## config.mk

```make
export PLATFORM = sky130hd
export DESIGN_NAME = pc_unit
export DESIGN_NICKNAME = d
export VERILOG_FILES = /design/src/rtl/core_pkg.sv /design/src/rtl/ras_stack.sv /design/src/rtl/pc_unit.sv
export SDC_FILE = /design/constraint.sdc
export NUM_CORES = 1
export LEC_CHECK = 0
export CAP_MARGIN = 20
export CORE_AREA = 2 2 158 160
export CTS_BUF_LIST = sky130_fd_sc_hd__clkbuf_2
export DETAILED_ROUTE_END_ITERATION = 8
export DIE_AREA = 0 0 160 162
export PLACE_DENSITY_LB_ADDON = 0.1
export SLEW_MARGIN = 10
export SYNTH_ARGS = -nofsm -noshare
export SYNTH_HDL_FRONTEND = slang
export SYNTH_SLANG_ARGS = --single-unit
```

## constraint.sdc

```tcl
create_clock -name clk -period 7.2 [get_ports clk]
set_input_delay 1.08 -clock clk [delete_from_list [all_inputs] [get_ports clk]]
set_output_delay 1.08 -clock clk [all_outputs]
set_load 0.1 [all_outputs]
```

## src/rtl/core_pkg.sv

```systemverilog
// Shared definitions for the Simplified RISC-V core front end: next-PC source
// encoding and the fixed instruction length in bytes.
package core_pkg;

  typedef enum logic [2:0] {
    PC_SRC_SEQ  = 3'd0,
    PC_SRC_IMM  = 3'd1,
    PC_SRC_ALU  = 3'd2,
    PC_SRC_TRAP = 3'd3,
    PC_SRC_RAS  = 3'd4
  } pc_src_e;

  localparam int ILEN_BYTES = 4;

endpackage

```

## src/rtl/ras_stack.sv

```systemverilog
// Circular return-address stack; push/pop take effect on the next clock edge.
// Disabled cycles (en=0) hold all state; overflow silently drops the oldest entry.
module ras_stack
  import core_pkg::*;
#(
  parameter int unsigned WIDTH = 32,
  parameter int unsigned DEPTH = 4
) (
  input  logic             clk,
  input  logic             rst_n,
  input  logic             en,
  input  logic             push,
  input  logic             pop,
  input  logic [WIDTH-1:0] push_dat,
  output logic [WIDTH-1:0] top,
  output logic             empty
);

  localparam int unsigned PW = $clog2(DEPTH);
  localparam int unsigned CW = $clog2(DEPTH + 1);
  localparam logic [PW-1:0] PTR_ONE = PW'(1);
  localparam logic [CW-1:0] CNT_ONE = CW'(1);
  localparam logic [CW-1:0] CNT_MAX = CW'(DEPTH);

  logic [WIDTH-1:0] entries_q [DEPTH];
  logic [WIDTH-1:0] entries_d [DEPTH];
  logic [PW-1:0]    wp_q, wp_d;
  logic [CW-1:0]    cnt_q, cnt_d;
  logic [PW-1:0]    top_idx;

  // Pointer arithmetic wraps naturally because DEPTH is a power of two.
  assign top_idx = wp_q - PTR_ONE;
  assign empty   = (cnt_q == '0);
  assign top     = empty ? '0 : entries_q[top_idx];

  always_comb begin
    entries_d = entries_q;
    wp_d      = wp_q;
    cnt_d     = cnt_q;
    if (en) begin
      if (push && pop && !empty) begin
        entries_d[top_idx] = push_dat;
      end else if (push) begin
        entries_d[wp_q] = push_dat;
        wp_d            = wp_q + PTR_ONE;
        cnt_d           = (cnt_q == CNT_MAX) ? cnt_q : cnt_q + CNT_ONE;
      end else if (pop && !empty) begin
        wp_d  = top_idx;
        cnt_d = cnt_q - CNT_ONE;
      end
    end
  end

  always_ff @(posedge clk) begin
    if (!rst_n) begin
      entries_q <= '{default: '0};
      wp_q      <= '0;
      cnt_q     <= '0;
    end else begin
      entries_q <= entries_d;
      wp_q      <= wp_d;
      cnt_q     <= cnt_d;
    end
  end

endmodule

```

## src/rtl/pc_unit.sv

```systemverilog
// Program-counter unit: registered PC with 5-way next-PC select, misaligned-target
// trap with epc capture, and a RAS. 1-cycle latency; stall holds PC, epc and RAS.
module pc_unit
  import core_pkg::*;
#(
  parameter int unsigned       WIDTH        = 32,
  parameter logic [WIDTH-1:0]  RESET_VECTOR = '0,
  parameter int unsigned       RAS_DEPTH    = 4,
  parameter int unsigned       ALIGN_BITS   = 2
) (
  input  logic             clk,
  input  logic             rst_n,
  input  logic             stall,
  input  logic [2:0]       pc_src,
  input  logic [WIDTH-1:0] imm,
  input  logic [WIDTH-1:0] alu_res,
  input  logic [WIDTH-1:0] trap_vec,
  input  logic             ras_push,
  input  logic             ras_pop,
  output logic [WIDTH-1:0] pc,
  output logic [WIDTH-1:0] pc_plus4,
  output logic [WIDTH-1:0] ras_top,
  output logic             ras_empty,
  output logic             misaligned,
  output logic [WIDTH-1:0] epc
);

  logic [WIDTH-1:0] pc_q, pc_d;
  logic [WIDTH-1:0] epc_q, epc_d;
  logic             mis_q, mis_d;
  logic [WIDTH-1:0] target;
  logic             target_bad;

  assign pc_plus4   = pc_q + WIDTH'(ILEN_BYTES);
  assign pc         = pc_q;
  assign epc        = epc_q;
  assign misaligned = mis_q;

  // Reserved encodings fall through to the sequential path.
  always_comb begin
    target = pc_plus4;
    case (pc_src)
      PC_SRC_IMM:  target = pc_q + imm;
      PC_SRC_ALU:  target = alu_res;
      PC_SRC_TRAP: target = trap_vec;
      PC_SRC_RAS:  target = ras_empty ? pc_plus4 : ras_top;
      default:     target = pc_plus4;
    endcase
  end

  // The trap vector is trusted and never alignment-checked.
  assign target_bad = (pc_src != PC_SRC_TRAP) && (|target[ALIGN_BITS-1:0]);

  always_comb begin
    pc_d  = pc_q;
    epc_d = epc_q;
    mis_d = 1'b0;
    if (!stall) begin
      if (target_bad) begin
        pc_d  = trap_vec;
        epc_d = pc_q;
        mis_d = 1'b1;
      end else begin
        pc_d = target;
      end
    end
  end

  always_ff @(posedge clk) begin
    if (!rst_n) begin
      pc_q  <= RESET_VECTOR;
      epc_q <= '0;
      mis_q <= 1'b0;
    end else begin
      pc_q  <= pc_d;
      epc_q <= epc_d;
      mis_q <= mis_d;
    end
  end

  ras_stack #(
    .WIDTH (WIDTH),
    .DEPTH (RAS_DEPTH)
  ) u_ras (
    .clk      (clk),
    .rst_n    (rst_n),
    .en       (!stall),
    .push     (ras_push),
    .pop      (ras_pop),
    .push_dat (pc_plus4),
    .top      (ras_top),
    .empty    (ras_empty)
  );

endmodule

```

==> run metrics, run 1 <==
status finished clean; fin crit share 78.71%; sequential power share roughly two fifths; IO buf count 233; Worst Path Required slightly above 6000 ps; Switching Share 45.96%; cell type with the highest aggregate area in the netlist dfxtp_1; Slew @ Worst Pin 1061 ps; RSZ-0062 raised after global routing false; Leak approximately 5.5 nW; post-synthesis area per instance a little over 8 um2; share of cells above drive strength 1 approximately 7.4%; crit path max-delay cell type clkdlybuf4s50_1; # DRC 0; Syn Nets 1601; post-route ant nets 0; top layer in use met4; crit path kind reg -> out; Via-to-Cell Ratio 6.061; CTS Buf Count 17; Worst slew margin 29.05%; critical path capture point type output pin; EDFF count, synth 0; M1 WL roughly 17000 um; grt ovf 0; hold path cells 2; setup TNS 0 ps; Net Sw Power about 1.5 mW; Max Fclk between 150 and 200 MHz; RR Startpoint pc[0]$_SDFFE_PN0N_; row count 57; Die Y 162 um; Int Power 1.711 mW; Clk Latency, worst-skew pair 850 ps; Clock Skew 65.15 ps; first-pass GRT wire length around 63000 um; Main synth FF type dfxtp_1; library cells used by synthesis 86; Layout Cells excl Fill 1963; synth top area cells dfxtp_1 33%, a211oi_1 7.2%, mux4_2 6.6%; Critical Path Source Type flip-flop; combinational fraction of design power 41.5%; worst min path class reg -> reg; FF-to-FF path depth 11; wire length per cell between 20 and 25 um; total global-route track usage 30.86%; Hold Path Origin u_ras.entries_q[67]$_SDFFE_PN0P_; Iter 0 DRT Violations 1407; Seq/Total Area, Yosys 33.21%; critical path arrival roughly 4600 ps; Peak VDD IR 0.1211 mV; # H-tree levels 4; growth of design area from synthesis to finish 22.76%; CTS Buffer Depth 2; largest net degree at the start of global routing 62; Max Cap Violations 0; asr flop ratio synth 0%; Cell Chain, Critical Path ha_1 -> nand4_1 -> nor4_2 -> and2_1 -> nand2_1 -> xor2_1 -> inv_1 -> clkdlybuf4s50_1; Nets around 1800; setup repair bufs after CTS 0; HPWL Detailed 29840 um; # resized after CTS 0; die area between 20000 and 30000 um2; max incr delay on CP 990 ps; clock share of power between 10% and 20%; I/O pins 234; Core Area 24110 um2; Tmin final ~5700 ps; First-pass DRT Iterations 6; DR vias 11900; RD Place Congestion around 0.95; pwr dens 216.2 nW/um2; Cells after Synth 1459; final hold violations 0; CTS tree built; Initial Util 49.51%; initial antenna violation count 2; routed wl met3 approximately 3700 um; number of global-route vias before repair 11000; Die X 160 um; clk sinks 198; Hold Crit Endpoint u_ras.entries_q[67]$_SDFFE_PN0P_; Root Buffer clkbuf_2; Synth Register Bits a little under 200; post-cts hold buffer count 0; clk slew on worst S/H paths 370 ps; worst r2r dst pc[20]$_SDFFE_PN0N_; Synth top area share between 30% and 40%; fin. max-slew vios 0; synth cell count leaders 198 x dfxtp_1, 196 x nor2_1, 178 x nand2_1; synthesized area 11930 um2; DR WL met2 between 15000 and 20000 um; Worst Path Max Fanout 13; Yosys Warn Count 0; most frequent cell after synthesis dfxtp_1; setup violators final 0; Post-Route WL 41130 um; DP Cell Count slightly below 2000; reg-to-reg slack, setup 2920 ps
[area by class of cell]
| class | instances | area [um2] |
|---|---|---|
| Sequential cell | 198 | 3965 |
| Multi-Input combinational cell | 1104 | 7340 |
| Clock buffer | 17 | 85.08 |
| Clock inverter | 15 | 181.4 |
| Timing Repair Buffer | 253 | 2480 |
| Inverter | 50 | 188.9 |
| Antenna cell | 2 | 5.005 |
| Tap cell | 324 | 405.4 |
| Fill cell | 2254 | 9455 |
[cell usage in the layout (no fill, tap or decap), drive strengths merged, types with 12 or more instances in the layout]
cell,count
clkinv,14
inv,51
a21boi,34
a211oi,118
a22oi,16
ha,36
xor2,28
mux4,35
and2,44
nor2,199
a21o,19
buf,22
and3,12
nor3,29
clkdlybuf4s50,231
dfxtp,198
xnor2,31
a21oi,77
o21ai,65
nand2,178
o22ai,17
o211a,12
nand3,28
clkbuf,17
[per-layer routing]
layer | GRT usage (%) | vias up
met3 | 5.669 | 86
li1 | - | 5574
met4 | 12.00 | 0
met1 | 41.22 | 5624
met2 | 49.88 | 614
met5 | 0 | -
[through the flow]
stage	hold WS (ps)	setup WS (ps)	instance area, um2	utilization [%]	total power [mW]
2_1_floorplan	433.1	2160	11930	-	2.211
3_3_place_gp	438.8	2415	14360	59.59	2.559
3_5_place_dp	443.8	2312	14360	59.59	2.571
4_1_cts	468.9	1596	14630	60.69	3.162
5_1_grt	482.7	1363	14650	60.78	3.295
6_report	468.3	1533	14650	60.78	3.167
[sequential cells by signal, summed over array words and instances (netlist names)]
signal and count:
pc 32, u_ras.wp_q 2, misaligned 1, u_ras.cnt_q 3, u_ras.entries_q 128, epc 32
[power groups by stage]
stage	Combinational, mW	Clock (mW)	Sequential (mW)
2_1_floorplan	0.790	0	1.42
3_3_place_gp	1.29	0	1.27
3_5_place_dp	1.30	0	1.27
4_1_cts	1.30	0.604	1.25
5_1_grt	1.39	0.635	1.27
6_report	1.32	0.596	1.26
[cells by family after synthesis]
| logic type | count (synthesis) | synth area share, % |
|---|---|---|
| simple gates | 537 | 20.14 |
| compound gates | 426 | 25.24 |
| flops | 198 | 33.21 |
| buf+inv | 157 | 5.536 |
| xor+xnor | 59 | 4.393 |
| mux | 44 | 7.371 |
| fa+ha+maj | 38 | 4.110 |
[critical path, delay by kind of cell (launching register included)]
| kind | cells | cell delay [ps] |
|---|---|---|
| adder cells (fa/ha/maj) | 1 | 290 |
| AND/OR/NAND/NOR | 4 | 1130 |
| flip-flops | 1 | 680 |
| XOR/XNOR | 1 | 550 |
| buffers and inverters | 2 | 1070 |
[worst max-delay path by stage]
| stage | start | endpoint | slack (ps) | cells after the start |
|---|---|---|---|---|
| 3_3_place_gp | imm[0] | pc[20]$_SDFFE_PN0N_ | 2410 | 12 |
| 4_1_cts | pc[2]$_SDFFE_PN0N_ | pc_plus4[26] | 1600 | 7 |
| 2_1_floorplan | pc[2]$_SDFFE_PN0N_ | pc_plus4[27] | 2160 | 6 |
| 5_1_grt | pc[2]$_SDFFE_PN0N_ | pc_plus4[28] | 1360 | 8 |
| 3_5_place_dp | imm[0] | pc[20]$_SDFFE_PN0N_ | 2310 | 12 |
| 6_report | pc[2]$_SDFFE_PN0N_ | pc_plus4[28] | 1530 | 8 |
Power figures use the tool's default switching activity.
==> inputs of run 2 (changes only) <==
clock period = 5.5 ns   (was 7.2 ns; I/O delays follow)
==> run metrics, run 2 (same netlist as run 1, synthesis figures left out) <==
max FFs per register 128; crit path kind reg -> out; Die Y about 160 um; worst r2r dst pc[29]$_SDFFE_PN0N_; critical path capture point type output pin; largest register by flop count u_ras.entries_q; Slew @ Worst Pin 1072 ps; Leak 5.624 nW; clk slew on worst S/H paths about 320 ps; Levels on crit path 7; Via-to-Cell Ratio ~6.0; Peak VDD IR 0.1570 mV; row count 57; crit path from pc[2]$_SDFFE_PN0N_; Initial Util 49.51%; die area 25920 um2; Root Buffer clkbuf_2; Max Cap Violations 0; setup repair bufs after CTS 0; commonest non-fill, non-tap cells in the layout 197 x dfxtp_1, 196 x clkdlybuf4s50_1, 192 x nor2_1; max incr delay on CP 1000 ps; Buf/Inv on CP 2; post-route ant nets 0; # resized after CTS 0; fillcell total 2273; RSZ-0062 raised after global routing false; CTS tree built; Tmin final 5257 ps; CTS Buf Count 17; delay-heaviest family, CP buffers and inverters; Cell Chain, Critical Path ha_1 -> nand4_1 -> nor4_2 -> nand3_1 -> xor2_1 -> inv_1 -> clkdlybuf4s50_1; IO buf count ~230; # H-tree levels 4; First-pass DRT Iterations 6; clk sinks around 200; commonest non-fill, non-tap cell in the layout dfxtp_1; Pwr Total between 4 and 5 mW; worst min path class in -> reg; number of global-route vias before repair 11030; Worst slew margin 28.31%; reg-to-reg slack, setup 1620 ps; growth of design area from synthesis to finish 22.69%; Worst Setup EP pc_plus4[30]; setup TNS 0 ps; Worst Path Required 4680 ps; first-pass GRT wire length between 60000 and 70000 um; Iter 0 DRT Violations 1309; initial antenna violation count 1; Max Fclk 190.2 MHz; final hold violations 0; critical path arrival 4430 ps; setup violators final 0; I/O pins 234; Die X 160 um; Critical Path Source Type flip-flop; Worst Path Max Fanout 13; pwr dens ~280 nW/um2; grt ovf 0; total global-route track usage 31.06%; crit path max-delay cell type clkdlybuf4s50_1; Finished Core Util around three fifths; wire length per cell 20.72 um; post-cts hold buffer count 0; fin. max-slew vios 0; Post-Route WL 40860 um; largest net degree at the start of global routing 79; RR Startpoint pc[1]$_SDFFE_PN0N_; # DRC 0; CTS Buffer Depth 2; status finished clean; share of cells above drive strength 1 10.08%; Core Area about 24000 um2; Clk Latency, worst-skew pair 860 ps; DR vias ~12000; Nets 1777; FF-to-FF path depth 10; HPWL Detailed 29980 um; fin crit share 95.59%; RD Place Congestion 0.9626; Clock Skew between 70 and 80 ps
==> run 2: cell count changes in the layout (fill, tap and decap cells not counted), sizes merged <==
cell and delta:
inv +1, clkinv -2, dlymetal6s2s +1, clkdlybuf4s50 -35, buf +45, diode -1
==> run 2: worst min path at each step <==
stage / slack, ps / from / cells past startpoint / end
6_report: 330 / rst_n / 2 / u_ras.wp_q[0]$_SDFFE_PN0P_
5_1_grt: 230 / rst_n / 2 / u_ras.wp_q[0]$_SDFFE_PN0P_
4_1_cts: 270 / rst_n / 2 / u_ras.wp_q[0]$_SDFFE_PN0P_
3_5_place_dp: 450 / u_ras.entries_q[65]$_SDFFE_PN0P_ / 2 / u_ras.entries_q[65]$_SDFFE_PN0P_
3_3_place_gp: 440 / u_ras.entries_q[33]$_SDFFE_PN0P_ / 2 / u_ras.entries_q[33]$_SDFFE_PN0P_
2_1_floorplan: 430 / u_ras.entries_q[64]$_SDFFE_PN0P_ / 2 / u_ras.entries_q[64]$_SDFFE_PN0P_
==> run 2: metal layers <==
metal  GRT usage [%]  routed length [um]  share of wire (%)
met5               0                   0                  0
met4           10.93                1358                3.3
met3           4.443                3278                8.0
met2           49.35               18630                 46
met1           43.42               17590                 43
==> run 2: report_power, final <==
part           total (mW)  leakage (nW)  switching [mW]  internal [mW]
registers            1.64          1.61          0.0995           1.54
clock network       0.781         0.153           0.619          0.163
logic                1.73          3.86            1.19          0.544
==> run 2: final cells by class <==
cell class                 instances  area [um2]  area share, %
multi-input combinational       1104        7340          50.13
sequential                       198        3965          27.08
tap                              324       405.4          2.769
antenna                            1       2.502        0.01709
clock buffer                      17       85.08         0.5811
inverter                          50       188.9          1.290
timing repair buffer             264        2472          16.89
clock inverter                    14       182.7          1.248
==> run 2: metrics by stage <==
step	instance area, um2	std cells	hold slack [ps]	worst slack (ps)
finish	14640	1972	328.4	242.7
global route	14640	1972	234.2	12.76
global placement	14370	1940	439.3	1132
floorplan	11930	1459	433.1	714.9
CTS	14640	1971	269.2	151.0
detailed placement	14370	1940	446.4	1025
==> run 2: worst reg2reg max path, delay by kind of cell (launching register included) <==
| family | cells | cell delay, ps |
|---|---|---|
| multiplexers | 1 | 450 |
| AO/OA/AOI/OAI | 2 | 640 |
| adder cells (fa/ha/maj) | 1 | 540 |
| buffers and inverters | 2 | 200 |
| AND/OR/NAND/NOR | 4 | 1280 |
| flip-flops | 1 | 830 |
